<file path="config.mk">
export PLATFORM = sky130hd
export DESIGN_NAME = e203_irq_arbiter
export DESIGN_NICKNAME = d
export VERILOG_FILES = /design/src/rtl/e203_irq_arb_pkg.sv /design/src/rtl/e203_irq_arb_prio.sv /design/src/rtl/e203_irq_arbiter.sv
export SDC_FILE = /design/constraint.sdc
export NUM_CORES = 1
export LEC_CHECK = 0
export BUFFER_PORTS_ARGS = -buffer_cell sky130_fd_sc_hd__buf_2
export CORE_UTILIZATION = 30
export CTS_CLUSTER_DIAMETER = 60
export DETAILED_ROUTE_END_ITERATION = 6
export GPL_TIMING_DRIVEN = 0
export MAX_ROUTING_LAYER = met4
export SLEW_MARGIN = 20
export SYNTH_ARGS = -nofsm -noshare
export SYNTH_HDL_FRONTEND = slang
export SYNTH_HIERARCHICAL = 1
export SYNTH_SLANG_ARGS = --single-unit
</file>
<file path="constraint.sdc">
create_clock -name clk -period 3.65 [get_ports clk]
set_input_delay 0 -clock clk [delete_from_list [all_inputs] [get_ports clk]]
set_output_delay 0 -clock clk [all_outputs]
set_load 0.02 [all_outputs]
</file>
<file path="src/rtl/e203_irq_arb_pkg.sv">
// ============================================================================
// Module      : e203_irq_arb_pkg
// Description : Shared state encoding, mcause codes and mip_o bit indices
//               for the e203 interrupt arbiter.
// Revision    : 1.0 - initial release
// ============================================================================
`default_nettype none

package e203_irq_arb_pkg;

    typedef enum logic [1:0] {
        IDLE = 2'd0,
        REQ  = 2'd1,
        HOLD = 2'd2
    } arb_state_e;

    localparam logic [3:0] CAUSE_EXT = 4'd11;
    localparam logic [3:0] CAUSE_SFT = 4'd3;
    localparam logic [3:0] CAUSE_TMR = 4'd7;
    localparam logic [3:0] CAUSE_DBG = 4'd0;

    // Bit positions within mip_o, ordered {dbg,ext,sft,tmr}
    localparam int c_src_tmr = 0;
    localparam int c_src_sft = 1;
    localparam int c_src_ext = 2;
    localparam int c_src_dbg = 3;

endpackage

`default_nettype wire

</file>
<file path="src/rtl/e203_irq_arb_prio.sv">
// ============================================================================
// Module      : e203_irq_arb_prio
// Description : Combinational fixed-priority encoder, dbg > ext > sft > tmr.
// Revision    : 1.0 - initial release
// ============================================================================
`default_nettype none

module e203_irq_arb_prio
    import e203_irq_arb_pkg::*;
(
    input  logic [3:0] elig,
    output logic       found,
    output logic [3:0] cause,
    output logic       is_dbg
);

    always_comb begin
        found  = 1'b1;
        cause  = CAUSE_DBG;
        is_dbg = 1'b0;
        if (elig[c_src_dbg]) begin
            is_dbg = 1'b1;
        end else if (elig[c_src_ext]) begin
            cause = CAUSE_EXT;
        end else if (elig[c_src_sft]) begin
            cause = CAUSE_SFT;
        end else if (elig[c_src_tmr]) begin
            cause = CAUSE_TMR;
        end else begin
            found = 1'b0;
        end
    end

endmodule

`default_nettype wire

</file>
<file path="src/rtl/e203_irq_arbiter.sv">
// ============================================================================
// Module      : e203_irq_arbiter
// Description : Registers interrupt levels, masks them, picks a fixed-priority
//               winner and offers it to the core over valid/ready with a
//               holdoff after each accept. Optional latency counter enabled
//               by E203_IRQ_ARB_LATENCY_CNT_EN.
// Revision    : 1.0 - initial release
// ============================================================================
`default_nettype none

module e203_irq_arbiter
    import e203_irq_arb_pkg::*;
#(
    parameter int HOLDOFF_CYC = 2,
    parameter int CNT_W       = 8
) (
    input  logic             clk,
    input  logic             rst,
    input  logic             ext_irq_r,
    input  logic             sft_irq_r,
    input  logic             tmr_irq_r,
    input  logic             dbg_irq_r,
    input  logic             mstatus_mie,
    input  logic             mie_meie,
    input  logic             mie_msie,
    input  logic             mie_mtie,
    input  logic             dbg_mode,
    output logic [3:0]       mip_o,
    output logic             irq_req_valid,
    input  logic             irq_req_ready,
    output logic [3:0]       irq_req_cause,
    output logic             irq_req_is_dbg,
    output logic [CNT_W-1:0] irq_lat_cnt
);

    localparam logic [CNT_W-1:0] c_hold_load = CNT_W'(HOLDOFF_CYC - 1);

    arb_state_e       r_state;
    logic [3:0]       r_mip;
    logic             r_valid;
    logic [3:0]       r_cause;
    logic             r_is_dbg;
    logic [CNT_W-1:0] r_hold_cnt;

    logic [3:0]       w_elig;
    logic             w_found;
    logic [3:0]       w_cause;
    logic             w_is_dbg;
    logic             w_lock_elig;
    logic             w_accept;

    // Arbitration deliberately sees only the registered levels
    always_comb begin
        w_elig             = '0;
        w_elig[c_src_dbg]  = r_mip[c_src_dbg] & ~dbg_mode;
        w_elig[c_src_ext]  = r_mip[c_src_ext] & mie_meie & mstatus_mie & ~dbg_mode;
        w_elig[c_src_sft]  = r_mip[c_src_sft] & mie_msie & mstatus_mie & ~dbg_mode;
        w_elig[c_src_tmr]  = r_mip[c_src_tmr] & mie_mtie & mstatus_mie & ~dbg_mode;
    end

    e203_irq_arb_prio u_prio (
        .elig   (w_elig),
        .found  (w_found),
        .cause  (w_cause),
        .is_dbg (w_is_dbg)
    );

    // Debug requests are treated as permanently eligible once locked
    always_comb begin
        w_lock_elig = 1'b0;
        if (r_is_dbg) begin
            w_lock_elig = 1'b1;
        end else begin
            case (r_cause)
                CAUSE_EXT: w_lock_elig = w_elig[c_src_ext];
                CAUSE_SFT: w_lock_elig = w_elig[c_src_sft];
                CAUSE_TMR: w_lock_elig = w_elig[c_src_tmr];
                default:   w_lock_elig = 1'b0;
            endcase
        end
    end

    assign w_accept = (r_state == REQ) & r_valid & irq_req_ready;

    always_ff @(posedge clk or posedge rst) begin
        if (rst) begin
            r_mip <= '0;
        end else begin
            r_mip <= {dbg_irq_r, ext_irq_r, sft_irq_r, tmr_irq_r};
        end
    end

    always_ff @(posedge clk or posedge rst) begin
        if (rst) begin
            r_state    <= IDLE;
            r_valid    <= 1'b0;
            r_cause    <= '0;
            r_is_dbg   <= 1'b0;
            r_hold_cnt <= '0;
        end else begin
            case (r_state)
                IDLE: begin
                    if (w_found) begin
                        r_state  <= REQ;
                        r_valid  <= 1'b1;
                        r_cause  <= w_cause;
                        r_is_dbg <= w_is_dbg;
                    end
                end
                REQ: begin
                    // Accept takes precedence over a same-cycle withdrawal
                    if (w_accept) begin
                        r_state    <= HOLD;
                        r_valid    <= 1'b0;
                        r_hold_cnt <= c_hold_load;
                    end else if (!w_lock_elig) begin
                        r_state <= IDLE;
                        r_valid <= 1'b0;
                    end
                end
                HOLD: begin
                    if (r_hold_cnt == '0) begin
                        r_state <= IDLE;
                    end else begin
                        r_hold_cnt <= r_hold_cnt - 1'b1;
                    end
                end
                default: begin
                    r_state <= IDLE;
                    r_valid <= 1'b0;
                end
            endcase
        end
    end

`ifdef E203_IRQ_ARB_LATENCY_CNT_EN
    logic [CNT_W-1:0] r_lat_run;
    logic [CNT_W-1:0] r_lat_cnt;

    always_ff @(posedge clk or posedge rst) begin
        if (rst) begin
            r_lat_run <= '0;
            r_lat_cnt <= '0;
        end else begin
            if (r_state == IDLE && w_found) begin
                r_lat_run <= '0;
            end else if (r_state == REQ) begin
                if (w_accept) begin
                    r_lat_cnt <= (r_lat_run == '1) ? r_lat_run : r_lat_run + 1'b1;
                end
                if (r_lat_run != '1) begin
                    r_lat_run <= r_lat_run + 1'b1;
                end
            end
        end
    end

    assign irq_lat_cnt = r_lat_cnt;
`else
    assign irq_lat_cnt = '0;
`endif

    assign mip_o          = r_mip;
    assign irq_req_valid  = r_valid;
    assign irq_req_cause  = r_cause;
    assign irq_req_is_dbg = r_is_dbg;

endmodule

`default_nettype wire

</file>
* Word-level counts from Yosys, hierarchy flattened
Index checks and enable logic that the tools add are counted.
** Storage, ports and cells
- Output and inout bits :: 18
- Register bits :: 20
- Input bits :: 12
- Word-level logic and storage cells :: 61
** Operators by class
- Eq/ne operators :: 10
- Muxes and demuxes :: 23
- Reduce and logical (&&, ||, !) cells :: 7
- $add $sub $neg :: 1
- Bitwise gates (word level) :: 14
** Operators with widths (number)
- 8-bit 2-to-1 mux :: 2
- 8-bit case mux with 2 select lines :: 1
- 1-bit AND :: 12
- 4-bit 2-to-1 mux :: 3
- 1-bit 2-to-1 mux :: 9
- 3-bit AND reduction :: 3
- 8-bit logical NOT :: 1
- 2-bit 2-to-1 mux :: 4
- 8-bit by 1-bit subtractor with 8-bit output, second input constant :: 1
- 2-bit inequality test, second input constant :: 3
- 1-bit case mux with 3 select lines :: 2
- 2-bit case mux with 3 select lines :: 1
- 4-bit by 2-bit == test with 1-bit output, second input constant :: 1
- 4-bit by 3-bit == test with 1-bit output, second input constant :: 1
- 4-bit == test, second input constant :: 1
- 3-bit 2-to-1 mux :: 1
- 3-bit inequality test, second input constant :: 1
- 2-bit by 1-bit == test with 1-bit output, second input constant :: 1
- 2-bit == test, second input constant :: 1
- 2-bit logical NOT :: 1
- 2-bit by 1-bit inequality test with 1-bit output, second input constant :: 1
- 1-bit NOT :: 2
- 2-bit AND reduction :: 1
- 2-bit nonzero test :: 1

* Longest topological paths before layout
Gate-level depths: netlist of the first run.
- Depth after elaboration :: 9
- Mapped depth :: 7
- Mapped depth without buffers :: 6

* Hierarchy
Netlist of the first run, hierarchy kept.
** By module, submodules not included
- e203_irq_arbiter :: instances 1, cells an instance 102, area each 1068.5 µm², seq. area each 500.5 µm²
- e203_irq_arb_prio :: instances 1, cells an instance 7, area each 48.8 µm², seq. area each 0.0 µm²

* Least setup slack after synthesis of the first run
Ideal clock, no wire load.
- Kind :: reg-to-reg
- Start point :: reg r_mip[3], in the netlist mip_o[3]
- End point :: reg r_cause[0], in the netlist irq_req_cause[0]
- Data required time :: 3.525 ns
- Cell stages (with the launch flop) :: 5
- Period minus slack after synthesis :: 1.894 ns
- Setup time :: 0.125 ns
- Path buffers :: 0
- Setup slack :: 1.756 ns
- Data arrival time :: 1.769 ns
- Cells stage by stage :: dfrtp_1 -> nor2b_1 -> or4_1 -> nor3b_1 -> mux2_2
** Between the ends
- Longest elaborated chain between the ends :: 3
- Elaborated cells between the ends (all ways) :: 4
- Classes of those cells :: 2 x mux; 1 x bitwise; 1 x reduce/logical
** RTL lines
- start, declared :: line e203_irq_arbiter.sv:39 : logic [3:0] r_mip;
- start signal, assigned :: line e203_irq_arbiter.sv:89 : r_mip <= {dbg_irq_r, ext_irq_r, sft_irq_r, tmr_irq_r};
- 1-bit AND :: line e203_irq_arbiter.sv:55 : w_elig[c_src_dbg] = r_mip[c_src_dbg] & ~dbg_mode;
- named net w_elig[3] :: line e203_irq_arbiter.sv:45 : logic [3:0] w_elig;
- 1-bit 2-to-1 mux :: line e203_irq_arb_prio.sv:21 : if (elig[c_src_dbg]) begin
- named net w_found :: line e203_irq_arbiter.sv:46 : logic w_found;
- 2-bit AND reduction (no line)
- end signal, assigned :: line e203_irq_arbiter.sv:106 : r_cause <= w_cause;
- end, declared :: line e203_irq_arbiter.sv:41 : logic [3:0] r_cause;
The timed path passes the listed nets, and every way through them passes these cells.
A chain may end at the register's enable or synchronous reset.

* Final worst setup path of the first run
- Start point :: reg r_mip[3], in the netlist mip_o[3]
- End point :: reg r_is_dbg, in the netlist irq_req_is_dbg
** Between the ends
- Longest elaborated chain between the ends :: 3
- Elaborated cells between the ends (all ways) :: 4
- Classes of those cells :: 2 x mux; 1 x bitwise; 1 x reduce/logical
** RTL lines
- 1-bit AND :: line e203_irq_arbiter.sv:55
- named net w_elig[3] :: line e203_irq_arbiter.sv:45
- 1-bit 2-to-1 mux :: line e203_irq_arb_prio.sv:21
- named net w_found :: line e203_irq_arbiter.sv:46
- 2-bit AND reduction (no line)
- end signal, assigned :: line e203_irq_arbiter.sv:107 : r_is_dbg <= w_is_dbg;
- end, declared :: line e203_irq_arbiter.sv:42 : logic r_is_dbg;
The timed path passes the listed nets, and every way through them passes these cells.

==> results of run 1 <==
[final timing paths]
| path | from | endpoint | slack, ns | cells after the start |
|---|---|---|---|---|
| min in group asynchronous | rst | r_state[1] | 0.42 | 3 |
| max in group asynchronous | rst | r_hold_cnt[2] | 2.74 | 3 |
| setup / recovery | mip_o[3] | irq_req_is_dbg | 1.55 | 4 |
| hold / removal | irq_req_ready | irq_req_valid | 0.16 | 4 |
| setup reg to reg | mip_o[3] | irq_req_is_dbg | 1.55 | 4 |
| hold reg to reg | r_state[0] | irq_req_valid | 0.54 | 1 |
[final cells by class]
class	instances	area share [%]
multi-input combinational	80	38.1
sequential	20	35.5
timing repair buffer	26	11.0
buffer	11	6.12
tap	46	4.08
clock buffer	4	3.90
inverter	5	1.33
[flip-flops by register name (all words and copies together), names as in the netlist]
name            flops
r_hold_cnt          8
mip_o               4
irq_req_valid       1
irq_req_is_dbg      1
r_state             2
irq_req_cause       4
[cells by family (layout without fill, tap and decap cells)]
family | after synthesis | count (layout)
compound gates | 16 | 16
fa+ha+maj | 2 | 2
buf+inv | 16 | 46
flops | 20 | 20
mux | 6 | 6
other cells | 1 | 8
simple gates | 48 | 48
[synth_stat cells (2+ instances only)]
master	instances	area share (%)
mux2_2	5	5.0
nor4_1	2	1.1
or4_2	4	3.1
inv_1	5	1.7
or4_1	2	1.3
nand3_1	2	0.90
dfrtp_1	20	45
nand2_1	12	4.0
buf_4	10	6.7
o21bai_1	2	1.3
nor3b_1	2	1.3
nor2_1	6	2.0
or3_1	3	1.7
nor3_1	2	0.90
a21oi_1	4	1.8
nor2b_1	4	2.2
ha_1	2	2.2
o211ai_1	4	2.7
o21ai_0	3	1.3
[through the flow]
stage	area, µm²	instances
6_report	1410	192
5_1_grt	1410	192
4_1_cts	1410	192
3_5_place_dp	1310	183
3_3_place_gp	1310	183
2_1_floorplan	1140	116
[where the power goes]
group          total, mW  switching (mW)  internal [mW]  leakage [nW]
Clock              0.170          0.0740         0.0960        0.0288
Combinational     0.0431          0.0237         0.0195         0.405
Sequential         0.225         0.00150          0.224         0.239
Total              0.438          0.0992          0.339         0.673
[metal layers]
metal  up-vias  global-route usage [%]
li1        446                       -
met1       411                    15.0
met2        29                    24.6
met3         2                    3.28
met4         0                    4.36
met5         -                       -
[worst register-to-register path: stages (launching register included)]
cell	delay, ns
dfrtp_1	0.34
nor2b_1	0.29
or4_1	0.17
nor3b_1	0.77
mux2_2	0.42
==> flow_metrics.env, run 1 <==
export IMPL_outcome="finished clean"
export IMPL_path_class="register to register"
export IMPL_grt_pass1_vias=957
export IMPL_fin_crit_ns=2.10
export IMPL_syn_cell_area_um2=1120
export IMPL_ir_drop_mv=0.219
export IMPL_initial_utilization_pct=32.5
export IMPL_ys_warnings_count=6
export IMPL_vias=888
export IMPL_diodes=0
export IMPL_syn_avg_cell_area_um2=10.3
export IMPL_htreeDepth=1
export IMPL_relSlewSlack_pct=36.3
export IMPL_fin_crit_sh_pct=57.6
export IMPL_mostFrequentLayoutCell="buf_2"
export IMPL_clock_sinks=20
export IMPL_die_h_um=63.0
export IMPL_routed_wl_um=2310
export IMPL_drv_slew=0
export IMPL_yosysSeqAreaShare_pct=44.8
export IMPL_drt_vias_per_instance=4.63
export IMPL_cp_cell_sequence="nor2b_1 > or4_1 > nor3b_1 > mux2_2"
export IMPL_clk_pin_slew_ns=0.08
export IMPL_synth_cells=109
export IMPL_synth_compound_area_share_pct=11.0
export IMPL_cts_hold_buf=5
export IMPL_critPathMaxStageDelay_ns=0.77
export IMPL_synth_cell_types=34
export IMPL_synth_top_family_by_area="simple AND/OR/NAND/NOR gates"
export IMPL_synthXorXnorAreaFrac_pct=0
export IMPL_start_kind="register"
export IMPL_clk_latency_ns=0.26
export IMPL_grt_ovfl_total=0
export IMPL_path_max_fanout=7
export IMPL_antenna_found_initial=0
export IMPL_hpwl_um=1740
export IMPL_postRouteAntennaNets=0
export IMPL_fillers=350
export IMPL_nets=161
export IMPL_cts_setup_buffers=0
export IMPL_multi_input_area_um2=538
export IMPL_synth_edf_count=0
export IMPL_fp_coreArea_um2=3440
export IMPL_wl_met1_um=1020
export IMPL_clockBufferDepth=2
export IMPL_synthAdderAreaFrac_pct=2.24
export IMPL_synth_seq_cells=20
export IMPL_post_drt_wl_per_cell_um=12.0
export IMPL_grt_use_total_pct=13.8
export IMPL_skew_ns=0.000992
export IMPL_async_flop_share_pct=100
export IMPL_highest_layer="met4"
export IMPL_regArea_um2=500
export IMPL_rows=21
export IMPL_path_delay_family="simple AND/OR/NAND/NOR gates"
export IMPL_cts_inserted_buffers=3
export IMPL_cp_end_kind="register"
export IMPL_syn_to_final_growth_pct=26.3
export IMPL_gp_congestion=0.742
export IMPL_yosys_area_share_simple_pct=25.9
export IMPL_dieWidth_um=63.0
export IMPL_cpMaxStageDelayCell="nor3b_1"
export IMPL_finalSetupTns_ns=0
export IMPL_dr_pass1_iters=4
export IMPL_critPathBufInv=0
export IMPL_cts_tree="done"
export IMPL_cp_data_arrival_time_ns=2.25
export IMPL_layout_common_cells="buf_2 (21), dfrtp_1 (20), nand2_1 (12)"
export IMPL_worstPathRequired_ns=3.80
export IMPL_rsz0062_at_grt="no"
export IMPL_final_core_util_pct=41.0
export IMPL_drc=0
export IMPL_die_area_um2=3970
export IMPL_hold_ws_ns=0.155
export IMPL_design_power_total_mw=0.438
export IMPL_io_pins=30
export IMPL_place_ws_ns=1.55
export IMPL_dr_wl_met2_um=1150
export IMPL_synth_ff_type="dfrtp_1"
export IMPL_routed_wl_met3_um=123
export IMPL_grt_max_degree=21
export IMPL_max_cap_violations=0
export IMPL_synthMuxAreaShare_pct=6.38
export IMPL_grt_pass1_wl_um=4190
export IMPL_port_buffers=21
export IMPL_fmax_mhz=476
export IMPL_hold_path_class="primary input to register"
export IMPL_cts_resized=0
export IMPL_drive_above_1_share_pct=36.3
export IMPL_p_leak_nw=0.673
export IMPL_power_density_nw_per_um2=311
export IMPL_cts_root_buf="clkbuf_8"
export IMPL_hold_viol_final=0
export IMPL_setup_violations=0
export IMPL_worst_slew_pin_slew_ns=0.953
export IMPL_setup_slack_ns=1.55
export IMPL_drt_iter0_drc=46
No activity file was read; power rests on OpenSTA's default activity.
==> inputs of run 2 (changes only) <==
--- a/config.mk
+++ b/config.mk
@@ -5,6 +5,7 @@
 export SDC_FILE = /design/constraint.sdc
 export NUM_CORES = 1
 export LEC_CHECK = 0
+export ABC_AREA = 1
 export BUFFER_PORTS_ARGS = -buffer_cell sky130_fd_sc_hd__buf_2
 export CORE_UTILIZATION = 30
 export CTS_CLUSTER_DIAMETER = 60
==> constraint.sdc (replaced) <==
create_clock -name clk -period 1.7 [get_ports clk]
set_input_delay 0 -clock clk [delete_from_list [all_inputs] [get_ports clk]]
set_output_delay 0 -clock clk [all_outputs]
set_load 0.02 [all_outputs]
==> run 2 against run 1 <==
  * Worst setup slack worse by 1.3 ns
  * Clock skew up 0.0029 ns
  * Highest routed layer unchanged
  * Power rose to 5.3 times the previous value
  * Final area up 4.7%
  * Register-to-register slack worse by 1.3 ns
  * Final cell count up 17%
  * Combinational power rose to 25 times the previous value
  * Via count up 6.6%
==> flow_metrics.env, run 2 <==
export IMPL_largest_reg_flops=8
export IMPL_syn_avg_cell_area_um2=8.32
export IMPL_htreeDepth=1
export IMPL_fin_crit_ns=1.49
export IMPL_outcome="finished clean"
export IMPL_rows=22
export IMPL_cts_root_buf="clkbuf_8"
export IMPL_synthTopCellsByCount="nand2_1 (23), dfrtp_1 (20), inv_1 (19), nor2_1 (19), buf_4 (10)"
export IMPL_multi_input_area_um2=515
export IMPL_syn_cell_area_um2=1160
export IMPL_fillers=403
export IMPL_synth_cell_types=26
export IMPL_nets=192
export IMPL_path_class="register to register"
export IMPL_rsz0062_at_grt="no"
export IMPL_post_drt_wl_per_cell_um=9.59
export IMPL_synth_seq_cells=20
export IMPL_vias=947
export IMPL_synth_area_leaders="dfrtp_1 (43%), nand2_1 (7.4%), buf_4 (6.4%), inv_1 (6.1%), nor2_1 (6.1%)"
export IMPL_hold_viol_final=0
export IMPL_cts_tree="done"
export IMPL_initial_utilization_pct=31.6
export IMPL_grt_use_total_pct=12.1
export IMPL_hpwl_um=1630
export IMPL_drv_slew=0
export IMPL_dr_pass1_iters=4
export IMPL_layout_common_cells="nand2_1 (23), buf_2 (21), dfrtp_1 (20)"
export IMPL_drive_above_1_share_pct=32.8
export IMPL_antenna_found_initial=0
export IMPL_path_max_fanout=10
export IMPL_cp_data_arrival_time_ns=1.65
export IMPL_setup_violations=0
export IMPL_postRouteAntennaNets=0
export IMPL_diodes=0
export IMPL_clk_latency_ns=0.26
export IMPL_grt_pass1_wl_um=3750
export IMPL_cts_inserted_buffers=3
export IMPL_setup_slack_ns=0.205
export IMPL_mostFrequentLayoutCell="nand2_1"
export IMPL_die_h_um=64.3
export IMPL_worstPathRequired_ns=1.85
export IMPL_grt_ovfl_total=0
export IMPL_yosys_area_top_type="dfrtp_1"
export IMPL_power_density_nw_per_um2=1580
export IMPL_p_leak_nw=0.763
export IMPL_synth_most_common_cell="nand2_1"
export IMPL_grt_pass1_vias=872
export IMPL_worst_slew_pin_slew_ns=0.757
export IMPL_io_pins=30
export IMPL_skew_ns=0.00386
export IMPL_synth_ff_type="dfrtp_1"
export IMPL_clockBufferDepth=2
export IMPL_clock_sinks=20
export IMPL_place_ws_ns=0.219
export IMPL_regMostFlops="r_hold_cnt"
export IMPL_synth_cells=140
export IMPL_async_flop_share_pct=100
export IMPL_syn_to_final_growth_pct=26.9
export IMPL_finalSetupTns_ns=0
export IMPL_cts_setup_buffers=0
export IMPL_cp_end_kind="register"
export IMPL_relSlewSlack_pct=49.5
export IMPL_drt_vias_per_instance=4.21
export IMPL_drc=0
export IMPL_start_kind="register"
export IMPL_gp_congestion=0.760
export IMPL_hold_path_class="primary input to register"
export IMPL_regArea_um2=500
export IMPL_clk_pin_slew_ns=0.08
export IMPL_port_buffers=21
export IMPL_grt_max_degree=21
export IMPL_ys_warnings_count=6
export IMPL_fmax_mhz=669
export IMPL_fin_crit_sh_pct=87.9
export IMPL_ir_drop_mv=0.693
export IMPL_drt_iter0_drc=56
export IMPL_fp_coreArea_um2=3690
export IMPL_die_area_um2=4140
export IMPL_yosysSeqAreaShare_pct=43.0
export IMPL_synth_edf_count=0
export IMPL_max_cap_violations=0
export IMPL_dieWidth_um=64.3
export IMPL_routed_wl_um=2160
export IMPL_yosysTopAreaCellShare_pct=43.0
## run 2: changes by cell type after synthesis, moves of 4 or more
cell,previous run,this run
or4_2,4,0
nand2_2,0,5
inv_1,5,19
nor2b_1,4,0
nand2_1,12,23
nor2_1,6,19
o211ai_1,4,0
o21ai_2,0,6
nand4_1,0,5
## run 2: final cells by class
| type | instances | area share [%] |
|---|---|---|
| clock inverter | 1 | 2.03 |
| sequential | 20 | 33.9 |
| multi-input combinational | 94 | 34.9 |
| clock buffer | 3 | 2.79 |
| buffer | 11 | 6.10 |
| tap | 48 | 4.06 |
| timing repair buffer | 26 | 10.5 |
| inverter | 22 | 5.76 |
## run 2: path summary, 6_finish.rpt
check                      slack, ns              from  cells after the start               end
max in group asynchronous       0.81               rst                      3        r_state[0]
min reg2reg                     0.53  irq_req_cause[1]                      1  irq_req_cause[1]
min in group asynchronous       0.41               rst                      3     r_hold_cnt[0]
max reg2reg                     0.21          mip_o[0]                      6  irq_req_cause[1]
min                             0.15     irq_req_ready                      4     r_hold_cnt[2]
max                             0.21          mip_o[0]                      6  irq_req_cause[1]
## run 2: worst max-delay path, cell delays in order, from the launching register on
cell,delay [ns]
dfrtp_1,0.36
nand2_1,0.06
nor2_1,0.21
inv_1,0.09
nand3b_1,0.13
nand3_2,0.21
mux2_2,0.33
## run 2: cell families (layout without fill, tap and decap cells)
logic type / count (synthesis) / count (layout) / synth area share (%)
and+or+nand+nor: 67 / 67 / 28.2
buffers and inverters: 33 / 63 / 15.0
DFF: 20 / 20 / 43.0
AOI/OAI and AO/OA: 13 / 13 / 7.84
adders and majority gates: 2 / 2 / 2.15
xor gates and xnor gates: 2 / 2 / 1.50
muxes: 2 / 2 / 1.93
other: 1 / 8 / 0.322
## run 2: where the power goes
group          switching (mW)  total, mW  leakage (nW)  internal, mW
registers               0.130      0.772         0.253         0.642
logic                   0.673       1.08         0.475         0.405
clock network           0.166      0.480        0.0357         0.314
## run 2: timing repair
action                                 in CTS  in global routing
hold buffers                                5                  0
setup endpoints to repair                   0                  0
gates resized for setup                     0                  0
endpoints found under the hold margin      24                  0
## run 2: routing by layer
metal	track usage, %	share of wire, %	vias up
li1	-	-	500
met1	14.9	46	426
met2	19.9	49	19
met3	3.21	4.6	2
met4	2.50	0.51	0
met5	-	0	-
## run 2: metrics by stage
stage          area [µm²]  cells  total power [mW]  utilization, %  hold WS (ns)
2_1_floorplan        1190    147              1.62               -       -0.0362
6_report             1480    225              2.33            40.1         0.153
5_1_grt              1480    225              2.53            40.1         0.190
4_1_cts              1480    225              2.36            40.1         0.160
3_5_place_dp         1360    216              1.86            36.8         0.109
3_3_place_gp         1360    216              1.85            36.8         0.110
==> inputs of run 3 (changes only) <==
--- a/config.mk
+++ b/config.mk
@@ -7,11 +7,14 @@
 export LEC_CHECK = 0
 export ABC_AREA = 1
 export BUFFER_PORTS_ARGS = -buffer_cell sky130_fd_sc_hd__buf_2
-export CORE_UTILIZATION = 30
+export CELL_PAD_IN_SITES_DETAIL_PLACEMENT = 0
+export CELL_PAD_IN_SITES_GLOBAL_PLACEMENT = 2
+export CORE_UTILIZATION = 27
 export CTS_CLUSTER_DIAMETER = 60
 export DETAILED_ROUTE_END_ITERATION = 6
-export GPL_TIMING_DRIVEN = 0
+export GPL_ROUTABILITY_DRIVEN = 0
 export MAX_ROUTING_LAYER = met4
+export PLACE_DENSITY_LB_ADDON = 0.1
 export SLEW_MARGIN = 20
 export SYNTH_ARGS = -nofsm -noshare
 export SYNTH_HDL_FRONTEND = slang
==> run 3 against run 2 <==
  * Critical path depth did not move
  * Worst setup slack improved by 0.044 ns
  * Final area down 6.0%
  * Via count down 5.4%
  * Global-route usage rose by 0.58 points
  * Clock skew is essentially flat
  * Final cell count is 3.1% lower
  * Clock power is 25% lower
  * Power decreased by 6.9%
  * Critical path type unchanged
  * Largest cell class unchanged
==> flow_metrics.env, run 3 (synthesis results as in run 2) <==
export IMPL_layout_common_cells="nand2_1 (23), buf_2 (21), dfrtp_1 (20)"
export IMPL_antenna_found_initial=0
export IMPL_cts_tree="done"
export IMPL_setup_violations=0
export IMPL_initial_utilization_pct=28.7
export IMPL_cts_setup_buffers=0
export IMPL_routed_wl_um=2300
export IMPL_cts_root_buf="clkbuf_8"
export IMPL_design_power_total_mw=2.17
export IMPL_grt_max_degree=21
export IMPL_dieWidth_um=67.7
export IMPL_clockBufferDepth=2
export IMPL_outcome="finished clean"
export IMPL_power_density_nw_per_um2=1560
export IMPL_fp_coreArea_um2=4060
export IMPL_grt_use_total_pct=12.7
export IMPL_grt_ovfl_total=0
export IMPL_multi_input_area_um2=515
export IMPL_clk_pin_slew_ns=0.07
export IMPL_worstPathRequired_ns=1.84
export IMPL_regArea_um2=500
export IMPL_regMostFlops="r_hold_cnt"
export IMPL_die_h_um=67.7
export IMPL_clock_sinks=20
export IMPL_drt_vias_per_instance=4.11
export IMPL_nets=183
export IMPL_diodes=0
export IMPL_cts_resized=0
export IMPL_p_leak_nw=0.705
export IMPL_finalSetupTns_ns=0
export IMPL_cp_end_kind="register"
export IMPL_rows=23
export IMPL_cp_cell_sequence="nand2_1 > nor2_1 > inv_1 > nand3b_1 > nand3_2 > mux2_2"
export IMPL_die_area_um2=4580
export IMPL_clk_latency_ns=0.25
export IMPL_mostFrequentLayoutCell="nand2_1"
export IMPL_critPathMaxStageDelay_ns=0.35
export IMPL_hpwl_um=1760
export IMPL_drv_slew=0
export IMPL_start_kind="register"
export IMPL_hold_viol_final=0
export IMPL_largest_reg_flops=8
export IMPL_drive_above_1_share_pct=29.2
export IMPL_grt_pass1_vias=880
export IMPL_path_delay_family="simple AND/OR/NAND/NOR gates"
export IMPL_path_class="register to register"
export IMPL_max_cap_violations=0
export IMPL_path_max_fanout=10
export IMPL_syn_to_final_growth_pct=19.2
export IMPL_fin_crit_ns=1.45
export IMPL_skew_ns=0.00392
export IMPL_cpMaxStageDelayCell="dfrtp_1"
export IMPL_drc=0
export IMPL_postRouteAntennaNets=0
export IMPL_port_buffers=21
export IMPL_drt_iter0_drc=39
export IMPL_hold_path_class="primary input to register"
export IMPL_grt_pass1_wl_um=4120
export IMPL_post_drt_wl_per_cell_um=10.6
export IMPL_cts_inserted_buffers=3
export IMPL_ir_drop_mv=0.583
export IMPL_fillers=442
export IMPL_cp_data_arrival_time_ns=1.59
export IMPL_fmax_mhz=689
export IMPL_rsz0062_at_grt="no"
export IMPL_io_pins=30
export IMPL_fin_crit_sh_pct=85.4
export IMPL_critPathBufInv=1
export IMPL_vias=896
export IMPL_htreeDepth=1
export IMPL_dr_pass1_iters=4
-- run 3: layout make-up --
cell class                 instances  share of cell area (%)
multi-input combinational         94                    37.1
tap                               50                    4.50
clock buffer                       4                    3.96
sequential                        20                    36.0
timing repair buffer              28                    12.3
inverter                          22                    6.13
-- run 3: where the power goes --
group          switching (mW)  leakage, nW  internal [mW]
Clock                   0.153       0.0288          0.206
Combinational           0.667        0.423          0.361
Sequential              0.141        0.253          0.642
-- run 3: worst min-delay path, stage by stage --
cell and delay [ns]:
buf_2 0.10, nand4_2 0.14, inv_2 0.05, a21oi_2 0.09
-- run 3: through the flow --
step                      worst slack, ns  utilization (%)  hold slack, ns  instances  area, µm²
final                               0.249             34.2           0.170        218       1390
after global routing               0.0690             34.2           0.187        218       1390
after CTS                           0.240             34.2           0.171        218       1390
after detailed placement            0.254             31.6          0.0451        209       1280
after global placement              0.295             31.6          0.0420        209       1280
after floorplan                     0.264                -         -0.0362        147       1190
-- run 3: what timing repair did --
action,in CTS,in global routing
hold buffers,5,0
hold endpoints to repair,24,0
setup endpoints to repair,0,0
-- run 3: layer usage --
layer,up-vias,wire length [µm],part of all wire [%],GRT usage [%]
met2,23,923,40,16.8
met4,0,23,1.0,3.19
li1,474,-,-,-
met3,2,100,4.3,4.05
met1,397,1260,54,18.1
met5,-,0,0,-
-- run 3: worst paths after layout --
path	start	to	slack, ns	depth (start not counted)
setup / recovery	mip_o[0]	irq_req_cause[0]	0.25	6
hold / removal	irq_req_ready	r_hold_cnt[2]	0.17	4
setup reg to reg	mip_o[0]	irq_req_cause[0]	0.25	6
hold reg to reg	irq_req_valid	irq_req_valid	0.54	2
max in group asynchronous	rst	mip_o[0]	1.18	4
min in group asynchronous	rst	r_state[1]	0.30	4
